===== config.mk =====
export PLATFORM = sky130hd
export DESIGN_NAME = dbus_link_ctrl
export DESIGN_NICKNAME = d
export VERILOG_FILES = /design/src/rtl/dbus_pkg.sv /design/src/rtl/dbus_watchdog.sv /design/src/rtl/dbus_link_ctrl.sv
export SDC_FILE = /design/constraint.sdc
export NUM_CORES = 1
export LEC_CHECK = 0
export ABC_AREA = 1
export BUFFER_PORTS_ARGS = -buffer_cell sky130_fd_sc_hd__buf_2
export CAP_MARGIN = 20
export CORE_MARGIN = 5
export CORE_UTILIZATION = 40
export DETAILED_ROUTE_END_ITERATION = 10
export PLACE_DENSITY_LB_ADDON = 0.05
export SLEW_MARGIN = 0
export SYNTH_ARGS = -nofsm -noshare
export SYNTH_HDL_FRONTEND = slang
export SYNTH_HIERARCHICAL = 1
export SYNTH_SLANG_ARGS = --single-unit

===== constraint.sdc =====
create_clock -name i_clock -period 3.9 [get_ports i_clock]
set_input_delay 0.39 -clock i_clock [delete_from_list [all_inputs] [get_ports i_clock]]
set_output_delay 0.39 -clock i_clock [all_outputs]
set_load 0.005 [all_outputs]

===== src/rtl/dbus_pkg.sv =====
// Shared types and constants for the dbus link controller.
package dbus_pkg;

   localparam int DBUS_BITS = 8;

   typedef enum logic [1:0] {
      TX_IDLE    = 2'd0,
      TX_REQ     = 2'd1,
      TX_SEND    = 2'd2,
      TX_BACKOFF = 2'd3
   } tx_state_e;

   typedef enum logic [1:0] {
      RX_IDLE     = 2'd0,
      RX_READ     = 2'd1,
      RX_WAIT_CLR = 2'd2
   } rx_state_e;

endpackage


===== src/rtl/dbus_watchdog.sv =====
// Saturating transaction watchdog with a sticky expiry flag.
// i_clear drops the flag and also restarts the count, so an engine that is
// still stuck raises the flag again after another LIMIT cycles. A flag set
// event in the same cycle as i_clear wins.
module dbus_watchdog #(
   parameter logic [23:0] LIMIT = 24'd4_000_000
) (
   input  logic i_clock,
   input  logic i_reset_n,
   input  logic i_restart,
   input  logic i_run,
   input  logic i_clear,
   output logic o_flag
);

   logic [23:0] cnt_q, cnt_d;
   logic        flag_q, flag_d;
   logic        hit_s;

   // Next count, expiry detection and sticky flag update.
   always_comb begin
      cnt_d  = cnt_q;
      hit_s  = 1'b0;
      flag_d = flag_q;
      if (i_restart || i_clear) begin
         cnt_d = 24'd0;
      end else if (i_run && (cnt_q != LIMIT)) begin
         cnt_d = cnt_q + 24'd1;
      end else begin
         cnt_d = cnt_q;
      end
      if (!i_restart && i_run && ((cnt_q + 24'd1) == LIMIT)) begin
         hit_s = 1'b1;
      end else begin
         hit_s = 1'b0;
      end
      flag_d = hit_s | (flag_q & ~i_clear);
   end

   // Counter and flag registers.
   always_ff @(posedge i_clock or negedge i_reset_n) begin
      if (!i_reset_n) begin
         cnt_q  <= 24'd0;
         flag_q <= 1'b0;
      end else begin
         cnt_q  <= cnt_d;
         flag_q <= flag_d;
      end
   end

   assign o_flag = flag_q;

endmodule


===== src/rtl/dbus_link_ctrl.sv =====
// Sequencer between a valid/ready byte stream and the dbus line engine:
// times transmit requests, retries pre-empted sends, drains received bytes
// and keeps wrap-around byte counters.
module dbus_link_ctrl
   import dbus_pkg::*;
#(
   parameter logic [23:0] TIMEOUT_CYCLES = 24'd4_000_000,
   parameter int          CNT_W          = 16
) (
   input  logic             i_clock,
   input  logic             i_reset_n,
   input  logic [7:0]       i_tx_data,
   input  logic             i_tx_valid,
   output logic             o_tx_ready,
   output logic [7:0]       o_rx_data,
   output logic             o_rx_valid,
   input  logic             i_rx_ready,
   output logic [7:0]       o_db_data,
   output logic             o_db_enable,
   output logic             o_db_read,
   input  logic [7:0]       i_db_data,
   input  logic             i_db_busy,
   input  logic             i_db_avail,
   input  logic             i_db_receiving,
   input  logic             i_clear,
   output logic             o_timeout,
   output logic             o_preempted,
   output logic [CNT_W-1:0] o_tx_count,
   output logic [CNT_W-1:0] o_rx_count
);

   localparam logic [CNT_W-1:0] CNT_ONE = {{(CNT_W-1){1'b0}}, 1'b1};

   tx_state_e              tx_state_q, tx_state_d;
   rx_state_e              rx_state_q, rx_state_d;
   logic                   tx_full_q, tx_full_d;
   logic [DBUS_BITS-1:0]   db_data_q, db_data_d;
   logic                   db_enable_q, db_enable_d;
   logic                   db_read_q, db_read_d;
   logic [DBUS_BITS-1:0]   rx_data_q, rx_data_d;
   logic                   rx_valid_q, rx_valid_d;
   logic                   preempt_q, preempt_d;
   logic [CNT_W-1:0]       tx_count_q, tx_count_d;
   logic [CNT_W-1:0]       rx_count_q, rx_count_d;
   logic                   busy_q;
   logic                   preempt_set_s;
   logic                   wd_restart_s;
   logic                   wd_run_s;

   // TX holding register and TX FSM; enable is high only while in REQ.
   always_comb begin
      tx_state_d    = tx_state_q;
      tx_full_d     = tx_full_q;
      db_data_d     = db_data_q;
      tx_count_d    = tx_count_q;
      preempt_set_s = 1'b0;
      if (i_tx_valid && !tx_full_q) begin
         tx_full_d = 1'b1;
         db_data_d = i_tx_data;
      end else begin
         db_data_d = db_data_q;
      end
      case (tx_state_q)
         TX_IDLE: begin
            if (tx_full_q && !i_db_busy) begin
               tx_state_d = TX_REQ;
            end else begin
               tx_state_d = TX_IDLE;
            end
         end
         TX_REQ: begin
            if (i_db_busy && i_db_receiving) begin
               tx_state_d    = TX_BACKOFF;
               preempt_set_s = 1'b1;
            end else if (i_db_busy) begin
               tx_state_d = TX_SEND;
            end else begin
               tx_state_d = TX_REQ;
            end
         end
         TX_SEND: begin
            if (!i_db_busy) begin
               tx_state_d = TX_IDLE;
               tx_full_d  = 1'b0;
               tx_count_d = tx_count_q + CNT_ONE;
            end else begin
               tx_state_d = TX_SEND;
            end
         end
         TX_BACKOFF: begin
            if (!i_db_busy) begin
               tx_state_d = TX_IDLE;
            end else begin
               tx_state_d = TX_BACKOFF;
            end
         end
         default: tx_state_d = TX_IDLE;
      endcase
      db_enable_d = (tx_state_d == TX_REQ);
      preempt_d   = preempt_set_s | (preempt_q & ~i_clear);
   end

   // RX FSM: one read pulse per byte, then wait for avail to drop.
   always_comb begin
      rx_state_d = rx_state_q;
      rx_data_d  = rx_data_q;
      rx_valid_d = rx_valid_q;
      rx_count_d = rx_count_q;
      if (rx_valid_q && i_rx_ready) begin
         rx_valid_d = 1'b0;
      end else begin
         rx_valid_d = rx_valid_q;
      end
      case (rx_state_q)
         RX_IDLE: begin
            if (i_db_avail && !rx_valid_q) begin
               rx_state_d = RX_READ;
            end else begin
               rx_state_d = RX_IDLE;
            end
         end
         RX_READ: begin
            rx_state_d = RX_WAIT_CLR;
            rx_data_d  = i_db_data;
            rx_valid_d = 1'b1;
            rx_count_d = rx_count_q + CNT_ONE;
         end
         RX_WAIT_CLR: begin
            if (!i_db_avail) begin
               rx_state_d = RX_IDLE;
            end else begin
               rx_state_d = RX_WAIT_CLR;
            end
         end
         default: rx_state_d = RX_IDLE;
      endcase
      db_read_d = (rx_state_d == RX_READ);
   end

   // Watchdog restarts on any FSM move or falling busy.
   always_comb begin
      wd_restart_s = (tx_state_d != tx_state_q) || (rx_state_d != rx_state_q) ||
                     (busy_q && !i_db_busy);
      wd_run_s     = (tx_state_q != TX_IDLE) || i_db_busy;
   end

   // State and output registers.
   always_ff @(posedge i_clock or negedge i_reset_n) begin
      if (!i_reset_n) begin
         tx_state_q  <= TX_IDLE;
         rx_state_q  <= RX_IDLE;
         tx_full_q   <= 1'b0;
         db_data_q   <= 8'h00;
         db_enable_q <= 1'b0;
         db_read_q   <= 1'b0;
         rx_data_q   <= 8'h00;
         rx_valid_q  <= 1'b0;
         preempt_q   <= 1'b0;
         tx_count_q  <= '0;
         rx_count_q  <= '0;
         busy_q      <= 1'b0;
      end else begin
         tx_state_q  <= tx_state_d;
         rx_state_q  <= rx_state_d;
         tx_full_q   <= tx_full_d;
         db_data_q   <= db_data_d;
         db_enable_q <= db_enable_d;
         db_read_q   <= db_read_d;
         rx_data_q   <= rx_data_d;
         rx_valid_q  <= rx_valid_d;
         preempt_q   <= preempt_d;
         tx_count_q  <= tx_count_d;
         rx_count_q  <= rx_count_d;
         busy_q      <= i_db_busy;
      end
   end

   dbus_watchdog #(
      .LIMIT (TIMEOUT_CYCLES)
   ) u_watchdog (
      .i_clock   (i_clock),
      .i_reset_n (i_reset_n),
      .i_restart (wd_restart_s),
      .i_run     (wd_run_s),
      .i_clear   (i_clear),
      .o_flag    (o_timeout)
   );

   assign o_tx_ready  = ~tx_full_q;
   assign o_db_data   = db_data_q;
   assign o_db_enable = db_enable_q;
   assign o_db_read   = db_read_q;
   assign o_rx_data   = rx_data_q;
   assign o_rx_valid  = rx_valid_q;
   assign o_preempted = preempt_q;
   assign o_tx_count  = tx_count_q;
   assign o_rx_count  = rx_count_q;

endmodule


# --- Word-level counts from Yosys, hierarchy flattened ---
# Index checks and enable logic that the tools add are counted.
word_totals:
  register_bits: 83
  latchBits: 0
  mem_bits_rw: 0
  mem_bits_ro: 0
  inputBits: 24
  output_inout_bits: 54
  elab_cells: 77
  n_memories: 0
op_classes:
  addsub: 3
  multipliers: 0
  div_mod_pow: 0
  order_cmp: 0
  n_eq_ne: 11
  shifts: 0
  muxes: 19
  n_bitwise: 7
  reduce_logical: 23
op_table:
  columns: ["cell", "count"]
  rows:
  - ["$mux W24", 2]
  - ["$add A16 B1 Y16 const B", 2]
  - ["$add A24 B1 Y24 const B", 1]
  - ["$eq A24 B22 Y1 const B", 1]
  - ["$ne A24 B22 Y1 const B", 1]
  - ["$mux W1", 10]
  - ["$mux W2", 5]
  - ["$logic_and A1 B1 Y1", 9]
  - ["$eq A2 B1 Y1 const B", 4]
  - ["$pmux W2 S4", 1]
  - ["$eq A2 B2 Y1 const B", 3]
  - ["$pmux W2 S3", 1]
  - ["$reduce_bool A2 Y1", 3]
  - ["$logic_not A1 Y1", 4]
  - ["$logic_not A2 Y1", 2]
  - ["$logic_or A1 B1 Y1", 4]
  - ["$ne A2 B2 Y1", 2]
  - ["$not A1 Y1", 3]
  - ["$and A1 B1 Y1", 2]
  - ["$or A1 B1 Y1", 2]
  - ["$reduce_and A2 Y1", 1]

# --- Logic depth before layout (Yosys ltp) ---
# Gate-level depths: netlist of the first run.
logic_depth:
  word_depth: 12
  ltp_mapped: 12
  mapped_depth_nobuf: 12

# --- By module ---
# Netlist of the first run, hierarchy kept.
by_module_without_submodules:
  columns: ["module", "instances", "cells_per_inst", "area_each_um2", "seq_area_each_um2"]
  rows:
  - ["dbus_link_ctrl", 1, 297, 2697.6, 1451.4]
  - ["dbus_watchdog", 1, 287, 1879.3, 625.6]

# --- Worst setup path before layout of the first run ---
# Ideal clock, no wire load.
synth_timing:
  path_type: "input-to-reg"
  start: "input i_db_busy"
  end: "register u_watchdog.cnt_q[2]"
  setup_time_ns: 0.077
  t_arrival_ns: 1.616
  t_required_ns: 3.823
  path_slack_ns: 2.207
  stages: 9
  n_path_buf: 1
  cell_sequence: "clkinv_2 > nand2_1 > o21ai_0 > nor3_1 > nand3_1 > nor2_1 > clkbuf_1 > nand2_1 > a21oi_1"
synth_via:
  elab_chain_len: 9
  elab_cells_between_ends: 18
  cone_classes: "eq/ne (1); mux (7); reduce/logical (10)"
synth_lines:
  columns: ["item", "line", "source"]
  rows:
  - ["from (decl)", "dbus_link_ctrl.sv:22", "input logic i_db_busy,"]
  - ["$logic_not A1 Y1", "dbus_link_ctrl.sv:65, dbus_link_ctrl.sv:143", null]
  - ["$logic_and A1 B1 Y1", "dbus_link_ctrl.sv:65", "if (tx_full_q && !i_db_busy) begin"]
  - ["$mux W1", "dbus_link_ctrl.sv:65", null]
  - ["$pmux W2 S4", "dbus_link_ctrl.sv:63", "case (tx_state_q)"]
  - ["$ne A2 B2 Y1", "dbus_link_ctrl.sv:142", "wd_restart_s = (tx_state_d != tx_state_q) || (rx_state_d != rx_state_q) ||"]
  - ["$logic_or A1 B1 Y1", "dbus_link_ctrl.sv:142", null]
  - ["$logic_or A1 B1 Y1 *", "dbus_link_ctrl.sv:142", null]
  - ["via wd_restart_s", "dbus_link_ctrl.sv:47", "logic wd_restart_s;"]
  - ["$logic_or A1 B1 Y1 *", "dbus_watchdog.sv:25", "if (i_restart || i_clear) begin"]
  - ["$mux W24 / $reduce_bool A2 Y1 (equally long branches)", null, null]
  - ["to (signal assigned)", "dbus_watchdog.sv:46", "cnt_q <= cnt_d;"]
  - ["to (decl)", "dbus_watchdog.sv:16", "logic [23:0] cnt_q, cnt_d;"]
# Mark *: on every way through the listed nets, which the timed path passes. The rest lies on a longest branch.
# A chain may end at the register's enable or synchronous reset.

# --- Final worst setup path of the first run ---
layout_timing:
  start: "register u_watchdog.cnt_q[0]"
  end: "register u_watchdog.cnt_q[18]"
layout_via:
  elab_chain_len: 3
  elab_cells_between_ends: 6
  cone_classes: "add/sub (1); eq/ne (1); mux (2); reduce/logical (2)"
layout_lines:
  columns: ["item", "line", "source"]
  rows:
  - ["$add A24 B1 Y24 / $ne A24 B22 Y1 (equally long branches)", "dbus_watchdog.sv:28, dbus_watchdog.sv:27", null]
  - ["$mux W24 / $logic_and A1 B1 Y1 (equally long branches)", "dbus_watchdog.sv:27", "end else if (i_run && (cnt_q != LIMIT)) begin"]
  - ["$mux W24 / $reduce_bool A2 Y1 (equally long branches)", null, null]
# Parallel ways exist; a longest one is shown, timed or not. The select of a mux whose other input is x is not followed.

==> flow_summary.toml, run 1 <==
[run_status]
status = "finished clean"

[grt]
grt_usage_pct = 17.3
overflow = 0
grt_pass1_vias = 3815
grt_pass1_wl_mm = 18.5
antenna_found_initial = 0
grt_max_degree = 66

[place]
placed_area_mm2 = 0.00512
hpwlAfterDp_mm = 8.06
io_buffers = 77
pre_cts_ws_ns = 1.39
gp_congestion = 0.858

[clocking]
cts_root_buffer = "clkbuf_16"
cts.clk_slew.worst_paths_ns = 0.06
h-tree-depth = 3
cts_made_buffers = 9
cts.sinks = 83
postCtsResizedCells = 0
cts_hold_buffers = 0
postCtsSetupRepairBufs = 0
cts_buffer_depth = 2
clk_latency_ns = 0.34
cts_tree = "built"

[drt]
drt_iter0_drc = 254
dr.pass1.iters = 5
totalWireLength_mm = 11.0
via_per_inst = 4.83
drtAntennaViolNets = 0
routedWlPerCell_um = 13.5
vias = 3933
drc = 0

[yosys]
ys_ff_latch = 83
synth_area_leader_cell = "dfrtp_1"
synth_edf_count = 0
synth_cell_type_count = 33
synth_top_area_share_pct = 45.4
yosys-top-cells-area = "dfrtp_1 (45%), nand2_1 (14%), nand3_1 (7.1%)"
async_flop_share_pct = 100
syn_nets = 612
ys_seq_area_share_pct = 45.4
syn_avg_cell_area_um2 = 7.84
yosys_warnings = 6
synth_flop_cell = "dfrtp_1"
netlist_area_mm2 = 0.00458
syn_inst = 584

[power_and_ir_drop]
p_sw_share_pct = 30.8
p_per_area_mw_per_mm2 = 469
power_frac_comb_pct = 21.2
switching_power_w = 0.000784
peakVddDrop_uv = 302
power_frac_clock_pct = 33.8
power_leakage_nw = 2.78
power_frac_seq_pct = 45.0
finalPower_w = 0.00254
p_int_w = 0.00176

[setup_path]
worst-path-buf-inv = 3
cpPeakStageDelay_ns = 0.64
cp_top_family = "simple AND/OR/NAND/NOR gates"
cp_max_fo = 24
crit_path_end_kind = "register"
crit_slowest_cell = "nand2_1"
required_ns = 4.13
crit_path_start = "u_watchdog/cnt_q[0]"
path_class = "reg -> reg"
path_cells = "inv_2 -> ha_1 -> nand3_1 -> nor2_1 -> nand4_1 -> nand2_1 -> inv_2 -> nand2_2 -> inv_2 -> nand2_1 -> nand2_1"
start_kind = "register"
timing.rr.start = "u_watchdog/cnt_q[0]"
worstPathArrival_ns = 2.71

[cells_and_area]
diodes = 0
drive_gt1_share_pct = 21.0
final_util_pct = 47.9
fillCellCount = 1128
fin_nets = 695
area_growth_pct = 18.4
fin_area_mm2 = 0.00542

[sta]
clock_skew_ns = 0.00698
fin_crit_sh_pct = 63.6
setup_viol = 0
worst_slack_ns = 1.42
setup_tns_ns = 0
slew_headroom_pct = 42.7
slew_violations = 0
hold_viol = 0
final.min_clock_period_ns = 2.48
rsz0062_at_grt = "no"
worst_pin_slew_ns = 0.860
max_freq_mhz = 403

[die]
num_io_pins = 78
start_util_pct = 40.4
core_mm2 = 0.0113
die_area_mm2 = 0.0137
die_y_um = 117
die_x_um = 117
rows = 39

[worst_hold_path]
min_path_type = "in -> async"

[flow_run]
maxCapViolations = 0
-- state kept, by name, indices dropped and copies added (netlist names) --
name / cells
o_db_data: 8
rx_state_q: 2
o_tx_count: 16
o_preempted: 1
o_db_enable: 1
tx_state_q: 2
u_watchdog/o_flag: 1
o_rx_valid: 1
o_db_read: 1
u_watchdog/cnt_q: 24
tx_full_q: 1
o_rx_data: 8
o_rx_count: 16
busy_q: 1
-- worst paths after layout --
kind	end	slack (ns)	depth (start not counted)
worst max-delay path	u_watchdog/cnt_q[18]	1.42	11
worst min-delay path	o_rx_count[12]	0.16	1
worst max register to register	u_watchdog/cnt_q[18]	1.42	11
worst min register to register	o_rx_data[0]	0.48	2
max in group asynchronous	o_tx_count[15]	2.95	2
min in group i_clock	busy_q	0.22	1
-- cells in the final DEF, fill, tap and decap left out, drive strengths merged, types with 2 or more instances in the layout --
cell type and n:
xor2 16, inv 79, nand3 68, dfrtp 83, nand2 186, o21ai 24, buf 79, xnor2 6
nand4 19, mux2 9, ha 4, clkbuf 11, nand3b 3, clkinv 3, nor3 12, nor2 62
a21oi 2
-- power groups by stage --
stage	clock [W]	sequential, W	combinational (W)
4_1_cts	0.000889	0.00115	0.000553
3_3_place_gp	0	0.00115	0.000543
3_5_place_dp	0	0.00116	0.000551
6_report	0.000861	0.00114	0.000538
5_1_grt	0.000925	0.00117	0.000615
2_1_floorplan	0	0.00116	0.000294
-- worst reg2reg max path: stages, from the launching register on --
cell and delay, ns:
dfrtp_1 0.43, inv_2 0.13, ha_1 0.15, nand3_1 0.07, nor2_1 0.12, nand4_1 0.10, nand2_1 0.64, inv_2 0.10
nand2_2 0.29, inv_2 0.19, nand2_1 0.09, nand2_1 0.05
-- final cells by class --
class / instances / area, um^2 / area share [%]
sequential: 83 / 2080 / 38.3
multi-input combinational: 414 / 2160 / 39.9
clock buffer: 11 / 243 / 4.48
tap: 143 / 179 / 3.30
inverter: 80 / 302 / 5.57
timing repair buffer: 79 / 403 / 7.44
clock inverter: 4 / 51.3 / 0.947
-- logic make-up (layout without fill, tap and decap cells) --
family,Yosys count,after routing,share of synthesized area [%]
AO/OA/AOI/OAI,28,28,3.17
XOR/XNOR,22,22,4.21
adder cells (fa/ha/maj),4,4,1.09
buffers and inverters,87,174,7.35
flip-flops,83,83,45.4
multiplexers,9,9,2.21
AND/OR/NAND/NOR,351,351,36.6
-- synth_stat cells, drive strengths merged (4+ instances only) --
| library cell | instances |
|---|---|
| mux2 | 9 |
| xor2 | 16 |
| nand2 | 186 |
| nor3 | 12 |
| nand3 | 68 |
| xnor2 | 6 |
| dfrtp | 83 |
| ha | 4 |
| inv | 79 |
| buf | 5 |
| nor2 | 62 |
| nand4 | 19 |
| o21ai | 24 |
-- per-stage QoR --
stage	hold slack (ns)	std cells
detailed placement	0.462	799
CTS	0.203	814
floorplan	0.0944	584
finish	0.164	814
global placement	0.459	799
global route	0.211	814
-- layer usage --
layer	routed length [um]	GRT usage (%)
met5	0	0
met4	204	6.88
met3	508	3.24
met2	4950	27.9
met1	5290	23.1
Note: power is estimated with default switching activity, not from simulation.
==> inputs of run 2 (changes only) <==
==> constraint.sdc (replaced) <==
create_clock -name i_clock -period 2.1 [get_ports i_clock]
set_input_delay 0.21 -clock i_clock [delete_from_list [all_inputs] [get_ports i_clock]]
set_output_delay 0.21 -clock i_clock [all_outputs]
set_load 0.005 [all_outputs]
==> run 2 against run 1 <==
  * Combinational power grew 90%
  * Die area is the same
  * Routed wire length grew 2.0%
  * Final area grew 1.1%
  * Via count grew 2.5%
  * Clock power grew 86%
  * Worst hold slack lost 0.11 ns
  * Critical endpoint is now u_watchdog/o_flag
==> flow_summary.toml, run 2 (same netlist as run 1, synthesis figures left out) <==
[drt]
vias = 4033
totalWireLength_mm = 11.2
dr.pass1.iters = 5
drt_iter0_drc = 290
drc = 0
routedWlPerCell_um = 13.6
drtAntennaViolNets = 0
via_per_inst = 4.92

[grt]
grt_max_degree = 43
grt_pass1_vias = 3935
overflow = 0
grt_usage_pct = 17.5
grt_pass1_wl_mm = 19.0
antenna_found_initial = 0

[die]
die_x_um = 117
die_y_um = 117
rows = 39
core_mm2 = 0.0113
num_io_pins = 78
die_area_mm2 = 0.0137
start_util_pct = 40.4

[power_and_ir_drop]
p_per_area_mw_per_mm2 = 867
power_leakage_nw = 2.81
p_sw_share_pct = 30.8
peakVddDrop_uv = 593
p_int_w = 0.00329
switching_power_w = 0.00146
power_frac_seq_pct = 44.9
power_frac_comb_pct = 21.5
power_frac_clock_pct = 33.6

[cells_and_area]
largest_reg_flops = 24
layout_commonest_cell = "nand2_1"
area_growth_pct = 19.7
diodes = 0
fin_nets = 700
mostFrequentLayoutCells = "nand2_1 (175), dfrtp_1 (83), buf_2 (76)"
drive_gt1_share_pct = 21.6
largest-register = "u_watchdog/cnt_q"

[setup_path]
crit_path_end_kind = "register"
worstPathArrival_ns = 2.14
cp_max_fo = 6
start_kind = "register"
path_cells = "ha_1 -> nand2_2 -> nor2_8 -> nand2_4 -> o21ai_0 -> nand2_1 -> nor2_1 -> nand2_1 -> nor2_1 -> nand3_1 -> nand2_1"
crit_slowest_cell = "dfrtp_1"
cp_top_family = "simple AND/OR/NAND/NOR gates"
worst-path-buf-inv = 0
required_ns = 2.38
path_common_cell = "nand2_1"
cpPeakStageDelay_ns = 0.43
path_class = "reg -> reg"

[sta]
slew_headroom_pct = 74.8
max_freq_mhz = 539
hold_ws_ns = 0.0551
worst_pin_slew_ns = 0.378
final.min_clock_period_ns = 1.85
rsz0062_at_grt = "no"
setup_viol = 0
slew_violations = 0
fin_crit_sh_pct = 88.3
hold_viol = 0
setup_tns_ns = 0
clock_skew_ns = 0.00513

[place]
io_buffers = 77
hpwlAfterDp_mm = 8.44
gp_congestion = 0.870

[clocking]
cts_root_buffer = "clkbuf_16"
cts_tree = "built"
h-tree-depth = 3
cts.clk_slew.worst_paths_ns = 0.06
postCtsSetupRepairBufs = 0
cts_made_buffers = 9
clk_latency_ns = 0.34
cts.sinks = 83
cts_buffer_depth = 2

[worst_hold_path]
min_path_type = "in -> reg"

[run_status]
status = "finished clean"

[flow_run]
maxCapViolations = 0
==> run 2: cell types whose count changed in the layout (fill, tap and decap cells not counted) <==
| cell | before | now |
|---|---|---|
| buf_12 | 0 | 1 |
| buf_4 | 3 | 6 |
| clkbuf_1 | 1 | 0 |
| clkinv_2 | 2 | 1 |
| clkinvlp_4 | 1 | 2 |
| dlygate4sd3_1 | 0 | 1 |
| inv_6 | 0 | 1 |
==> run 2: timing repair <==
item / in CTS / in global routing
hold buffers: 1 / 0
gates resized for setup: 0 / 0
hold endpoints to repair: 12 / 0
==> run 2: stage by stage <==
step                instances  setup slack [ns]  utilization [%]  cell area (um^2)  power, W
global route              819            0.0356             48.4              5480   0.00505
detailed placement        803             0.228             45.6              5170   0.00320
finish                    819             0.245             48.4              5480   0.00475
floorplan                 584             0.438                -              4580   0.00270
global placement          803             0.271             45.6              5170   0.00317
CTS                       819             0.213             48.4              5480   0.00483
==> run 2: area by class of cell <==
| class | count | area [um^2] |
|---|---|---|
| clock buffer | 10 | 239 |
| clock inverter | 5 | 62.6 |
| fill | 1127 | 5840 |
| inverter | 80 | 302 |
| multi-input combinational | 414 | 2160 |
| sequential | 83 | 2080 |
| tap | 143 | 179 |
| timing repair buffer | 84 | 455 |
==> run 2: routing by layer <==
| layer | track usage (%) | vias up | wire length [um] |
|---|---|---|---|
| met5 | 0 | - | 0 |
| met4 | 4.74 | 0 | 49 |
| met3 | 3.75 | 4 | 652 |
| met2 | 27.8 | 104 | 5120 |
| met1 | 24.5 | 1890 | 5360 |
| li1 | - | 2035 | - |
==> run 2: path summary, 6_finish.rpt <==
kind,depth (start not counted),startpoint,slack (ns),to
max reg2reg,11,u_watchdog/cnt_q[1],0.25,u_watchdog/o_flag
min in group asynchronous,2,i_reset_n,0.26,o_rx_count[12]
min reg2reg,2,u_watchdog/o_flag,0.47,u_watchdog/o_flag
min,2,i_rx_ready,0.06,o_rx_valid
max in group asynchronous,3,i_reset_n,1.21,u_watchdog/cnt_q[20]
max,11,u_watchdog/cnt_q[1],0.25,u_watchdog/o_flag
==> run 2: worst reg2reg max path, delay by kind of cell, from the launching register on <==
family                     cells  cell delay (ns)
AOI/OAI and AO/OA              1             0.16
and+or+nand+nor                9             0.93
DFF                            1             0.43
adders and majority gates      1             0.28
==> run 2: power by group through the flow <==
stage | logic, W | clock network [W] | registers, W
after global placement | 0.00102 | 0 | 0.00215
after detailed placement | 0.00104 | 0 | 0.00216
after floorplan | 0.000547 | 0 | 0.00215
after global routing | 0.00116 | 0.00171 | 0.00218
after CTS | 0.00104 | 0.00165 | 0.00214
final | 0.00102 | 0.00160 | 0.00213
==> inputs of run 3 (changes only) <==
--- a/config.mk
+++ b/config.mk
@@ -11,7 +11,7 @@
 export CORE_MARGIN = 5
 export CORE_UTILIZATION = 40
 export DETAILED_ROUTE_END_ITERATION = 10
-export PLACE_DENSITY_LB_ADDON = 0.05
+export PLACE_DENSITY_LB_ADDON = 0.15
 export SLEW_MARGIN = 0
 export SYNTH_ARGS = -nofsm -noshare
 export SYNTH_HDL_FRONTEND = slang
==> run 3 against run 2 <==
  * Worst hold slack worse by 0.011 ns
  * Critical path depth unchanged
  * Cell count is the same
  * Die area did not move
  * Global-route usage is 0.071 points lower
  * Critical path type unchanged
  * Maximum frequency shrank 2.2%
  * Non-clock buffer count down 1
  * Sequential share of layout area grew 0.21 points
  * Core utilization down 0.27 points
==> flow_summary.toml, run 3 (same netlist as run 1, synthesis figures left out) <==
[cells_and_area]
diodes = 0
drive_gt1_share_pct = 21.4
mostFrequentLayoutCells = "nand2_1 (175), dfrtp_1 (83), buf_2 (76)"
fin_nets = 699
area_growth_pct = 19.0
layout_commonest_cell = "nand2_1"
largest_reg_flops = 24
largest-register = "u_watchdog/cnt_q"

[grt]
antenna_found_initial = 0
grt_pass1_vias = 3866
overflow = 0
grt_pass1_wl_mm = 18.8
grt_max_degree = 40
grt_usage_pct = 17.5

[power_and_ir_drop]
power_leakage_nw = 2.80
p_per_area_mw_per_mm2 = 851
power_frac_comb_pct = 21.9
peakVddDrop_uv = 606
power_frac_seq_pct = 45.8
switching_power_w = 0.00147
power_frac_clock_pct = 32.3
p_sw_share_pct = 31.6
p_int_w = 0.00317

[drt]
drt_iter0_drc = 243
totalWireLength_mm = 11.0
vias = 3976
via_per_inst = 4.85
dr.pass1.iters = 7
drtAntennaViolNets = 0
routedWlPerCell_um = 13.5
drc = 0

[sta]
rsz0062_at_grt = "no"
hold_viol = 0
final.min_clock_period_ns = 1.90
worst_slack_ns = 0.203
fin_crit_sh_pct = 90.3
slew_headroom_pct = 72.0
worst_pin_slew_ns = 0.420
slew_violations = 0
setup_tns_ns = 0
max_freq_mhz = 527
setup_viol = 0
hold_ws_ns = 0.0437
clock_skew_ns = 0.00730

[clocking]
cts_root_buffer = "clkbuf_16"
h-tree-depth = 3
cts_tree = "built"
cts.sinks = 83
clk_latency_ns = 0.34
cts_made_buffers = 9
cts_buffer_depth = 2
postCtsResizedCells = 0
cts.clk_slew.worst_paths_ns = 0.06

[place]
io_buffers = 77
pre_cts_ws_ns = 0.259
gp_congestion = 0.870
hpwlAfterDp_mm = 8.31

[setup_path]
timing.rr.start = "u_watchdog/cnt_q[1]"
worstPathArrival_ns = 2.17
ff2ff_setup_slack_ns = 0.20
crit_end = "u_watchdog/o_flag"
r2r-end = "u_watchdog/o_flag"
required_ns = 2.38
start_kind = "register"
cp_max_fo = 6
crit_path_end_kind = "register"
crit_path_start = "u_watchdog/cnt_q[1]"
r2r_cells = 11
path_class = "reg -> reg"

[run_status]
status = "finished clean"

[die]
core_mm2 = 0.0113
rows = 39
die_x_um = 117
start_util_pct = 40.4
num_io_pins = 78
die_area_mm2 = 0.0137
die_y_um = 117

[worst_hold_path]
min_path_type = "in -> reg"

[flow_run]
maxCapViolations = 0
[run 3: worst min-delay path by stage]
stage | from | endpoint | depth (start not counted)
after detailed placement | i_reset_n | o_rx_count[11] | 1
after global placement | i_reset_n | o_rx_count[11] | 1
after CTS | i_db_busy | busy_q | 1
final | i_db_busy | busy_q | 1
after floorplan | i_reset_n | busy_q | 0
after global routing | i_db_busy | busy_q | 1
[run 3: layout make-up]
type	count	area, um^2
multi-input cells	414	2160
repair buffers	83	448
fillers	1136	5870
clock buffers	11	243
well taps	143	179
flip-flops and latches	83	2080
clock inverters	5	36.3
inverters	80	302
[run 3: metrics by stage]
stage / instance area [um^2] / std cells / utilization [%] / total power [W]
global route: 5450 / 819 / 48.1 / 0.00495
global placement: 5160 / 802 / 45.6 / 0.00317
detailed placement: 5160 / 802 / 45.6 / 0.00319
finish: 5450 / 819 / 48.1 / 0.00464
CTS: 5450 / 819 / 48.1 / 0.00473
floorplan: 4580 / 584 / - / 0.00270
[run 3: metal layers]
metal | global-route usage [%] | vias to the layer above | part of all wire [%]
li1 | - | 2037 | -
met1 | 23.1 | 1854 | 47
met2 | 28.4 | 77 | 47
met3 | 2.93 | 8 | 4.6
met4 | 7.34 | 0 | 1.1
met5 | 0 | - | 0
[run 3: power groups by stage]
stage,Clock (W),Sequential [W],Combinational [W]
after floorplan,0,0.00215,0.000547
after global placement,0,0.00214,0.00103
after detailed placement,0,0.00215,0.00104
after CTS,0.00156,0.00213,0.00104
after global routing,0.00162,0.00217,0.00116
final,0.00150,0.00212,0.00102
[run 3: critical path, cell delays in order (launching register included)]
cell and delay [ns]:
dfrtp_1 0.43, ha_1 0.26, nand2_2 0.11, nor2_8 0.17, nand2_4 0.07, o21ai_0 0.15
nand2_1 0.09, nor2_1 0.15, nand2_1 0.08, nor2_1 0.17, nand3_1 0.10, nand2_1 0.06
[run 3: timing repair]
item                      CTS  global route
setup buffers               0             0
hold buffers                1             0
hold endpoints to repair   29             0
